## src/rtl/cnn_spi_pkg.sv

```systemverilog
// Shared definitions for the CNN SPI input path: receiver FSM states, SPI mode
// encodings, default frame geometry and the status codes shown on the board LEDs.
package cnn_spi_pkg;

    typedef enum logic [1:0] {
        IDLE   = 2'd0,
        ACTIVE = 2'd1,
        ABORT  = 2'd2
    } spi_rx_state_e;

    localparam int SPI_MODE0 = 0;
    localparam int SPI_MODE1 = 1;
    localparam int SPI_MODE2 = 2;
    localparam int SPI_MODE3 = 3;

    localparam int DEFAULT_FRAME_LEN = 1024;
    localparam int DEFAULT_DATA_W    = 8;

    localparam logic [3:0] LED_STAT_IDLE = 4'd0;
    localparam logic [3:0] LED_STAT_RX   = 4'd1;
    localparam logic [3:0] LED_STAT_DONE = 4'd2;
    localparam logic [3:0] LED_STAT_ERR  = 4'd3;

    // Modes 0 and 3 (CPOL == CPHA) sample on the rising sclk edge.
    function automatic logic spi_sample_on_rise(input int mode);
        return (mode == SPI_MODE0) || (mode == SPI_MODE3);
    endfunction

endpackage

```

## src/rtl/spi_sync_edge.sv

```systemverilog
// Multi-flop synchroniser for an asynchronous SPI line with registered
// single-cycle rise/fall pulses derived from a history flop.
module spi_sync_edge #(
    parameter int   STAGES  = 2,
    parameter logic RST_VAL = 1'b0
) (
    input  logic clk,
    input  logic rst_n,
    input  logic async_i,
    output logic rise_o,
    output logic fall_o
);

    logic [STAGES-1:0] sync_q;
    logic              hist_q;
    logic              rise_q;
    logic              fall_q;

    // Synchroniser chain, history flop and registered edge pulses.
    always_ff @(posedge clk) begin
        if (!rst_n) begin
            sync_q <= {STAGES{RST_VAL}};
            hist_q <= RST_VAL;
            rise_q <= 1'b0;
            fall_q <= 1'b0;
        end else begin
            sync_q <= {sync_q[STAGES-2:0], async_i};
            hist_q <= sync_q[STAGES-1];
            rise_q <= sync_q[STAGES-1] & ~hist_q;
            fall_q <= ~sync_q[STAGES-1] & hist_q;
        end
    end

    assign rise_o = rise_q;
    assign fall_o = fall_q;

endmodule

```

## src/rtl/spi_frame_rx.sv

```systemverilog
// SPI-slave frame receiver: oversamples the host bus, assembles DATA_W-bit words
// into sequential buffer writes, flags frame completion/abort and returns a status word on MISO.
module spi_frame_rx
    import cnn_spi_pkg::*;
#(
    parameter int DATA_W      = DEFAULT_DATA_W,
    parameter int FRAME_LEN   = DEFAULT_FRAME_LEN,
    parameter int SPI_MODE    = SPI_MODE0,
    parameter bit MSB_FIRST   = 1'b1,
    parameter int SYNC_STAGES = 2,
    parameter int ADDR_W      = $clog2(FRAME_LEN)
) (
    input  logic              clk,
    input  logic              rst_n,
    input  logic              spi_slave_sclk,
    input  logic              spi_slave_mosi,
    input  logic              spi_slave_ss,
    output logic              spi_slave_miso,
    input  logic [DATA_W-1:0] tx_status,
    output logic              wr_en,
    output logic [ADDR_W-1:0] wr_addr,
    output logic [DATA_W-1:0] wr_data,
    output logic              frame_done,
    output logic              frame_err,
    output logic              busy
);

    localparam int               BIT_W       = $clog2(DATA_W);
    localparam logic             SAMPLE_RISE = spi_sample_on_rise(SPI_MODE);
    localparam logic             CPHA        = (SPI_MODE == SPI_MODE1) || (SPI_MODE == SPI_MODE3);
    localparam logic [BIT_W-1:0] LAST_BIT    = BIT_W'(DATA_W - 1);
    localparam logic [ADDR_W-1:0] LAST_WORD  = ADDR_W'(FRAME_LEN - 1);

    function automatic logic [DATA_W-1:0] shift_in(input logic [DATA_W-1:0] v, input logic b);
        return MSB_FIRST ? {v[DATA_W-2:0], b} : {b, v[DATA_W-1:1]};
    endfunction

    function automatic logic [DATA_W-1:0] shift_out(input logic [DATA_W-1:0] v);
        return MSB_FIRST ? {v[DATA_W-2:0], 1'b0} : {1'b0, v[DATA_W-1:1]};
    endfunction

    function automatic logic first_bit(input logic [DATA_W-1:0] v);
        return MSB_FIRST ? v[DATA_W-1] : v[0];
    endfunction

    logic sclk_rise_s, sclk_fall_s, ss_rise_s, ss_fall_s;
    logic sample_s, launch_s, mosi_s;
    logic [DATA_W-1:0] rx_word_s;

    // ss resets to the "selected" level so a reset mid-frame never sees a false falling edge.
    spi_sync_edge #(.STAGES(SYNC_STAGES), .RST_VAL(SPI_MODE >= SPI_MODE2)) u_sclk_sync (
        .clk(clk), .rst_n(rst_n), .async_i(spi_slave_sclk),
        .rise_o(sclk_rise_s), .fall_o(sclk_fall_s)
    );

    spi_sync_edge #(.STAGES(SYNC_STAGES), .RST_VAL(1'b0)) u_ss_sync (
        .clk(clk), .rst_n(rst_n), .async_i(spi_slave_ss),
        .rise_o(ss_rise_s), .fall_o(ss_fall_s)
    );

    // mosi gets one extra flop so it lines up with the registered sclk edge pulse.
    logic [SYNC_STAGES:0] mosi_q;

    // mosi synchroniser and alignment pipe.
    always_ff @(posedge clk) begin
        if (!rst_n) begin
            mosi_q <= '0;
        end else begin
            mosi_q <= {mosi_q[SYNC_STAGES-1:0], spi_slave_mosi};
        end
    end

    assign mosi_s    = mosi_q[SYNC_STAGES];
    assign sample_s  = SAMPLE_RISE ? sclk_rise_s : sclk_fall_s;
    assign launch_s  = SAMPLE_RISE ? sclk_fall_s : sclk_rise_s;
    assign rx_word_s = shift_in(rx_q, mosi_s);

    spi_rx_state_e     state_q, state_d;
    logic [BIT_W-1:0]  bit_cnt_q, bit_cnt_d;
    logic [ADDR_W-1:0] word_cnt_q, word_cnt_d;
    logic [DATA_W-1:0] rx_q, rx_d;
    logic [DATA_W-1:0] tx_q, tx_d;
    logic              miso_q, miso_d;
    logic              wr_en_q, wr_en_d;
    logic [ADDR_W-1:0] wr_addr_q, wr_addr_d;
    logic [DATA_W-1:0] wr_data_q, wr_data_d;
    logic              frame_done_q, frame_done_d;
    logic              frame_err_q, frame_err_d;
    logic              busy_q, busy_d;

    // State and output registers.
    always_ff @(posedge clk) begin
        if (!rst_n) begin
            state_q      <= IDLE;
            bit_cnt_q    <= '0;
            word_cnt_q   <= '0;
            rx_q         <= '0;
            tx_q         <= '0;
            miso_q       <= 1'b0;
            wr_en_q      <= 1'b0;
            wr_addr_q    <= '0;
            wr_data_q    <= '0;
            frame_done_q <= 1'b0;
            frame_err_q  <= 1'b0;
            busy_q       <= 1'b0;
        end else begin
            state_q      <= state_d;
            bit_cnt_q    <= bit_cnt_d;
            word_cnt_q   <= word_cnt_d;
            rx_q         <= rx_d;
            tx_q         <= tx_d;
            miso_q       <= miso_d;
            wr_en_q      <= wr_en_d;
            wr_addr_q    <= wr_addr_d;
            wr_data_q    <= wr_data_d;
            frame_done_q <= frame_done_d;
            frame_err_q  <= frame_err_d;
            busy_q       <= busy_d;
        end
    end

    // Next-state logic; ss rising takes priority over any sclk edge in the same cycle.
    always_comb begin
        state_d      = state_q;
        bit_cnt_d    = bit_cnt_q;
        word_cnt_d   = word_cnt_q;
        rx_d         = rx_q;
        tx_d         = tx_q;
        miso_d       = miso_q;
        wr_en_d      = 1'b0;
        wr_addr_d    = wr_addr_q;
        wr_data_d    = wr_data_q;
        frame_done_d = 1'b0;
        frame_err_d  = 1'b0;
        case (state_q)
            IDLE: begin
                bit_cnt_d  = '0;
                word_cnt_d = '0;
                miso_d     = 1'b0;
                if (ss_fall_s) begin
                    state_d = ACTIVE;
                    tx_d    = tx_status;
                    miso_d  = CPHA ? 1'b0 : first_bit(tx_status);
                end else begin
                    state_d = IDLE;
                end
            end
            ACTIVE: begin
                if (ss_rise_s) begin
                    miso_d     = 1'b0;
                    bit_cnt_d  = '0;
                    word_cnt_d = '0;
                    if ((bit_cnt_q != '0) || (word_cnt_q != '0)) begin
                        state_d     = ABORT;
                        frame_err_d = 1'b1;
                    end else begin
                        state_d = IDLE;
                    end
                end else if (sample_s) begin
                    rx_d = rx_word_s;
                    if (bit_cnt_q == LAST_BIT) begin
                        bit_cnt_d = '0;
                        wr_en_d   = 1'b1;
                        wr_data_d = rx_word_s;
                        wr_addr_d = word_cnt_q;
                        if (word_cnt_q == LAST_WORD) begin
                            word_cnt_d   = '0;
                            frame_done_d = 1'b1;
                        end else begin
                            word_cnt_d = word_cnt_q + ADDR_W'(1);
                        end
                    end else begin
                        bit_cnt_d = bit_cnt_q + BIT_W'(1);
                    end
                end else if (launch_s) begin
                    // A launch with no bits received yet starts a new status word.
                    if (bit_cnt_q == '0) begin
                        tx_d   = tx_status;
                        miso_d = first_bit(tx_status);
                    end else begin
                        tx_d   = shift_out(tx_q);
                        miso_d = first_bit(shift_out(tx_q));
                    end
                end else begin
                    state_d = ACTIVE;
                end
            end
            ABORT: begin
                state_d    = IDLE;
                bit_cnt_d  = '0;
                word_cnt_d = '0;
                miso_d     = 1'b0;
            end
            default: begin
                state_d = IDLE;
            end
        endcase
        busy_d = (state_d == ACTIVE);
    end

    assign spi_slave_miso = miso_q;
    assign wr_en          = wr_en_q;
    assign wr_addr        = wr_addr_q;
    assign wr_data        = wr_data_q;
    assign frame_done     = frame_done_q;
    assign frame_err      = frame_err_q;
    assign busy           = busy_q;

endmodule
```

## config.mk

```make
export PLATFORM = sky130hd
export DESIGN_NAME = spi_frame_rx
export DESIGN_NICKNAME = d
export VERILOG_FILES = /design/src/rtl/cnn_spi_pkg.sv /design/src/rtl/spi_sync_edge.sv /design/src/rtl/spi_frame_rx.sv
export SDC_FILE = /design/constraint.sdc
export NUM_CORES = 1
export LEC_CHECK = 0
export BUFFER_PORTS_ARGS = -buffer_cell sky130_fd_sc_hd__buf_2
export CORE_UTILIZATION = 40
export CTS_CLUSTER_SIZE = 16
export DETAILED_ROUTE_END_ITERATION = 10
export PLACE_DENSITY_LB_ADDON = 0.1
export SLEW_MARGIN = 20
export SYNTH_ARGS = -nofsm -noshare
export SYNTH_HDL_FRONTEND = slang
export SYNTH_HIERARCHICAL = 1
export SYNTH_SLANG_ARGS = --single-unit
```

## constraint.sdc

```tcl
create_clock -name clk -period 1.9 [get_ports clk]
set_input_delay 0.095 -clock clk [delete_from_list [all_inputs] [get_ports clk]]
set_output_delay 0.095 -clock clk [all_outputs]
set_load 0.01 [all_outputs]
```

==> impl_metrics.env, run 1 <==
export IMPL_diodes=0
export IMPL_seq_area_frac_synth_pct=49.4
export IMPL_final_nets=379
export IMPL_fin_skew_ns=0.00672
export IMPL_synthCells=309
export IMPL_cts_tree="yes"
export IMPL_setup_viol=0
export IMPL_rsz0062_at_grt="no"
export IMPL_startpoint_type="flop"
export IMPL_portBuffers=35
export IMPL_yosysWarnings=6
export IMPL_finalPower_uw=2730
export IMPL_relSlewSlack_pct=76.9
export IMPL_preCtsSetupSlack_ns=0.0344
export IMPL_drc=0
export IMPL_syn_nets=331
export IMPL_clock_root_buffer="clkbuf_8"
export IMPL_leakage_uw=0.00127
export IMPL_drtAntennaViolNets=0
export IMPL_h_tree_depth=3
export IMPL_rows=29
export IMPL_final_area_mm2=0.00323
export IMPL_wl_per_cell_um=12.5
export IMPL_wirelength_um=5450
export IMPL_final_common_cell="dfxtp_1"
export IMPL_cts_clk_slew_worst_paths_ns=0.07
export IMPL_fin_crit_sh_pct=96.0
export IMPL_synth_edf_count=0
export IMPL_vias_per_cell=5.21
export IMPL_vias=2281
export IMPL_initial_core_util_pct=41.5
export IMPL_setup_ws_ns=0.0761
export IMPL_fmax_mhz=548
export IMPL_peakVddDrop_v=0.000435
export IMPL_avgSynthCellArea_um2=8.53
export IMPL_dp_hpwl_um=3660
export IMPL_worst_pin_slew_ns=0.346
export IMPL_first_global_vias=2117
export IMPL_period_minus_slack_ns=1.82
export IMPL_setup_tns_ns=0
export IMPL_syn2layout_area_growth_pct=22.4
export IMPL_synth_top_area_share_pct=49.4
export IMPL_yosys_top_cells_area="dfxtp_1 (49%), nand2_1 (8.5%), a21oi_1 (8.0%), ha_1 (4.3%), nand3_1 (3.8%)"
export IMPL_first_iter_violations=101
export IMPL_crit_path_end_kind="flop"
export IMPL_arrival_ns=2.09
export IMPL_crit_type="flop to flop"
export IMPL_grt_usage_pct=17.5
export IMPL_grt_pass1_wl_um=9650
export IMPL_grt_max_degree=39
export IMPL_synth_largest_area_cell="dfxtp_1"
export IMPL_cts_setup_buffers=0
export IMPL_postPlaceCellArea_mm2=0.00296
export IMPL_final_cell_mix="dfxtp_1 (63), nand2_1 (60), a21oi_1 (42)"
export IMPL_die_area_mm2=0.00692
export IMPL_synth_seq_cells=65
export IMPL_ys_flop_type="dfxtp_1"
export IMPL_overflow=0
export IMPL_cts_num_sinks=65
export IMPL_clock_latency_ns=0.34
export IMPL_synthArstFlopShare_pct=0
export IMPL_place_gp_congestion=0.855
export IMPL_die_h_um=83.2
export IMPL_cts_buffer_depth=2
export IMPL_cp_max_fo=7
export IMPL_cts_buffers=9
export IMPL_min_path_type="primary input to flop"
export IMPL_io_pins=36
export IMPL_powerDensity_mw_per_mm2=847
export IMPL_outcome="complete, no violations"
export IMPL_synth_cell_types=41
export IMPL_syn_area_mm2=0.00264
export IMPL_finalMaxSlewViolations=0
export IMPL_firstDrtPassIters=4
export IMPL_drive_gt1_share_pct=22.2
export IMPL_core_area_mm2=0.00635
export IMPL_hold_ws_ns=0.0143
export IMPL_fp_dieW_um=83.2
export IMPL_maxCapViolations=0
export IMPL_grt_antenna_before_repair=0
export IMPL_worst_ep_required_time_ns=2.17
export IMPL_finalHoldViolCount=0
-- sequential cells by signal, indices dropped and copies added (netlist names) --
signal	count
wr_en	1
tx_q	7
state_q	2
bit_cnt_q	3
spi_slave_miso	1
u_sclk_sync/sync_q	2
u_sclk_sync/rise_o	1
wr_data	8
wr_addr	10
rx_q	7
mosi_q	3
u_ss_sync/hist_q	1
u_sclk_sync/fall_o	1
busy	1
u_sclk_sync/hist_q	1
u_ss_sync/sync_q	2
frame_done	1
frame_err	1
u_ss_sync/fall_o	1
u_ss_sync/rise_o	1
word_cnt_q	10
-- layer usage --
layer	track usage [%]	share of wire, %
met4	7.05	1.2
met5	0	0
met1	22.4	50
met3	5.77	4.3
met2	27.3	45
-- metrics by stage --
stage	utilization, %	instances
floorplan	-	309
finish	50.8	438
detailed placement	46.7	420
global placement	46.7	420
CTS	50.5	438
global route	50.8	438
-- where the power goes --
| group | internal [uW] | switching (uW) |
|---|---|---|
| sequential | 1380 | 6.94 |
| combinational | 40.4 | 46.3 |
| clock | 766 | 497 |
| total | 2180 | 550 |
-- final cells by class --
type / count / area [um2]
clock buffer: 12 / 145
clock inverter: 3 / 65.1
fill: 629 / 3120
multi-input combinational: 217 / 1250
timing repair buffer: 53 / 330
sequential: 65 / 1300
tap: 77 / 96.3
inverter: 11 / 41.3
-- final timing paths --
| kind | slack [ns] | depth (start not counted) | endpoint | from |
|---|---|---|---|---|
| hold / removal | 0.01 | 3 | tx_q[4] | tx_status[4] |
| setup / recovery | 0.08 | 7 | bit_cnt_q[0] | state_q[1] |
| setup reg to reg | 0.08 | 7 | bit_cnt_q[0] | state_q[1] |
| hold reg to reg | 0.44 | 1 | mosi_q[2] | mosi_q[1] |
-- critical path, stage by stage (launching register included) --
cell	delay [ns]
dfxtp_1	0.35
inv_1	0.08
ha_1	0.19
nor2b_1	0.18
buf_4	0.18
a21o_1	0.22
or4_1	0.41
a21oi_1	0.13
-- synth_stat cells (6+ instances only) --
cell type,count
a311oi_1,6
and2_2,6
ha_1,9
a21oi_1,42
inv_1,10
nand2_1,60
and2_1,6
clkbuf_1,9
dfxtp_1,65
nand3_1,20
nor2_1,15
o21ai_0,6
-- cell families (layout without fill, tap and decap cells) --
family                   count (synthesis)  count (layout)  share of synthesized area, %
adder cells (fa/ha/maj)                  9               9                          4.27
multiplexers                             2               2                         0.807
buffers and inverters                   27              79                          4.18
AO/OA/AOI/OAI                           66              66                          14.8
AND/OR/NAND/NOR                        137             137                          25.6
XOR/XNOR                                 3               3                         0.997
flip-flops                              65              65                          49.4
-- repair_timing --
item | in CTS | in global routing
endpoints found under the hold margin | 3 | 0
resized for setup | 0 | 6
hold buffers | 3 | 0
endpoints found under the setup margin | 0 | 22
(Power assumes the default switching activity.)
==> inputs of run 2 (changes only) <==
--- a/config.mk
+++ b/config.mk
@@ -9,6 +9,7 @@
 export CORE_UTILIZATION = 40
 export CTS_CLUSTER_SIZE = 16
 export DETAILED_ROUTE_END_ITERATION = 10
+export GPL_TIMING_DRIVEN = 0
 export PLACE_DENSITY_LB_ADDON = 0.1
 export SLEW_MARGIN = 20
 export SYNTH_ARGS = -nofsm -noshare
==> constraint.sdc (replaced) <==
create_clock -name clk -period 2 [get_ports clk]
set_input_delay 0.1 -clock clk [delete_from_list [all_inputs] [get_ports clk]]
set_output_delay 0.1 -clock clk [all_outputs]
set_load 0.01 [all_outputs]
==> impl_metrics.env, run 2 (same netlist as run 1, synthesis figures left out) <==
export IMPL_crit_type="flop to flop"
export IMPL_fp_dieW_um=83.2
export IMPL_setup_ws_ns=0.130
export IMPL_final_nets=380
export IMPL_p_switching_uw=525
export IMPL_pwr_share_comb_pct=3.3
export IMPL_clock_latency_ns=0.35
export IMPL_io_pins=36
export IMPL_cts_buffer_depth=2
export IMPL_cp_max_fo=9
export IMPL_grt_pass1_wl_um=9560
export IMPL_fmax_mhz=535
export IMPL_first_global_vias=2084
export IMPL_min_path_type="primary input to flop"
export IMPL_pwr_share_clk_pct=41.4
export IMPL_initial_core_util_pct=41.5
export IMPL_rows=29
export IMPL_die_area_mm2=0.00692
export IMPL_cts_clk_slew_worst_paths_ns=0.06
export IMPL_overflow=0
export IMPL_period_minus_slack_ns=1.87
export IMPL_drtAntennaViolNets=0
export IMPL_cts_tree="yes"
export IMPL_wl_per_cell_um=12.4
export IMPL_grt_max_degree=18
export IMPL_outcome="complete, no violations"
export IMPL_drive_gt1_share_pct=20.4
export IMPL_cts_buffers=9
export IMPL_powerDensity_mw_per_mm2=755
export IMPL_grt_usage_pct=17.5
export IMPL_fin_crit_sh_pct=93.5
export IMPL_place_gp_congestion=0.803
export IMPL_arrival_ns=2.14
export IMPL_fin_skew_ns=0.00819
export IMPL_leakage_uw=0.00122
export IMPL_switching_share_pct=22.1
export IMPL_clock_root_buffer="clkbuf_8"
export IMPL_core_area_mm2=0.00635
export IMPL_worst_ep_required_time_ns=2.27
export IMPL_preCtsSetupSlack_ns=-0.0183
export IMPL_grt_antenna_before_repair=0
export IMPL_cts_num_sinks=65
export IMPL_firstDrtPassIters=4
export IMPL_crit_path_end_kind="flop"
export IMPL_portBuffers=35
export IMPL_worst_pin_slew_ns=0.545
export IMPL_pwr_share_seq_pct=55.3
export IMPL_wirelength_um=5450
export IMPL_h_tree_depth=3
export IMPL_peakVddDrop_v=0.000429
export IMPL_startpoint_type="flop"
export IMPL_die_h_um=83.2
export IMPL_diodes=0
export IMPL_intPower_uw=1850
export IMPL_setup_viol=0
export IMPL_finalMaxSlewViolations=0
export IMPL_final_common_cell="dfxtp_1"
export IMPL_syn2layout_area_growth_pct=19.5
export IMPL_drc=0
export IMPL_relSlewSlack_pct=63.4
export IMPL_first_iter_violations=91
export IMPL_dp_hpwl_um=3820
export IMPL_finalPower_uw=2380
export IMPL_final_cell_mix="dfxtp_1 (64), nand2_1 (60), a21oi_1 (42)"
export IMPL_rsz0062_at_grt="no"
export IMPL_maxCapViolations=0
export IMPL_vias=2184
export IMPL_finalHoldViolCount=0
export IMPL_vias_per_cell=4.96
==> run 2: cell types whose count changed in the layout (fill, tap and decap cells not counted), moves of 2 or more <==
cell and change:
buf_2 +3, bufinv_16 -2, buf_4 -13, clkbuf_1 +6, clkinv_2 +2, clkbuf_2 +3
==> run 2: metal layers <==
layer | global-route usage, % | routed length (um)
met3 | 5.17 | 181
met2 | 26.4 | 2380
met5 | 0 | 0
met4 | 8.62 | 92
met1 | 22.8 | 2800
==> run 2: worst paths after layout <==
path,slack [ns],startpoint,end,cells after the start
max,0.13,bit_cnt_q[0],word_cnt_q[8],6
min,0.02,tx_status[2],tx_q[2],3
max reg2reg,0.13,bit_cnt_q[0],word_cnt_q[8],6
min reg2reg,0.43,mosi_q[0],mosi_q[1],1
==> run 2: power by group through the flow <==
stage / combinational, uW / clock [uW] / sequential, uW
2_1_floorplan: 42.5 / 0 / 1340
3_3_place_gp: 72.0 / 0 / 1340
3_5_place_dp: 72.5 / 0 / 1340
4_1_cts: 78.9 / 1020 / 1310
5_1_grt: 88.9 / 1080 / 1320
6_report: 78.9 / 985 / 1310
==> run 2: per-stage QoR <==
stage	utilization [%]	TNS [ns]	hold WS, ns	area [um2]	instances
2_1_floorplan	-	0	0.222	2640	309
3_3_place_gp	45.8	-0.0368	0.308	2910	421
3_5_place_dp	45.8	-0.0227	0.312	2910	421
4_1_cts	49.2	0	0.00782	3120	441
5_1_grt	49.6	0	0.0219	3150	440
6_report	49.6	0	0.0230	3150	440
==> run 2: what timing repair did <==
action                     CTS  global route
hold endpoints to repair     4             0
buffers inserted             0             0
setup endpoints to repair    5            37
gates resized for setup      1            14
hold buffers                 4             0
pin swaps                    0             0
==> run 2: area by class of cell <==
type | count | area (um2)
plain buffers | 15 | 71.3
clock buffers | 13 | 159
clock inverters | 3 | 15.0
fillers | 663 | 3200
inverters | 11 | 41.3
multi-input cells | 217 | 1250
flip-flops and latches | 65 | 1300
well taps | 77 | 96.3
repair buffers | 39 | 215
==> run 2: critical path: stages, from the launching register on <==
cell and delay [ns]:
dfxtp_1 0.37, ha_1 0.17, ha_2 0.22, nand2_2 0.12, a21o_4 0.28, or4_1 0.50
a21oi_1 0.14
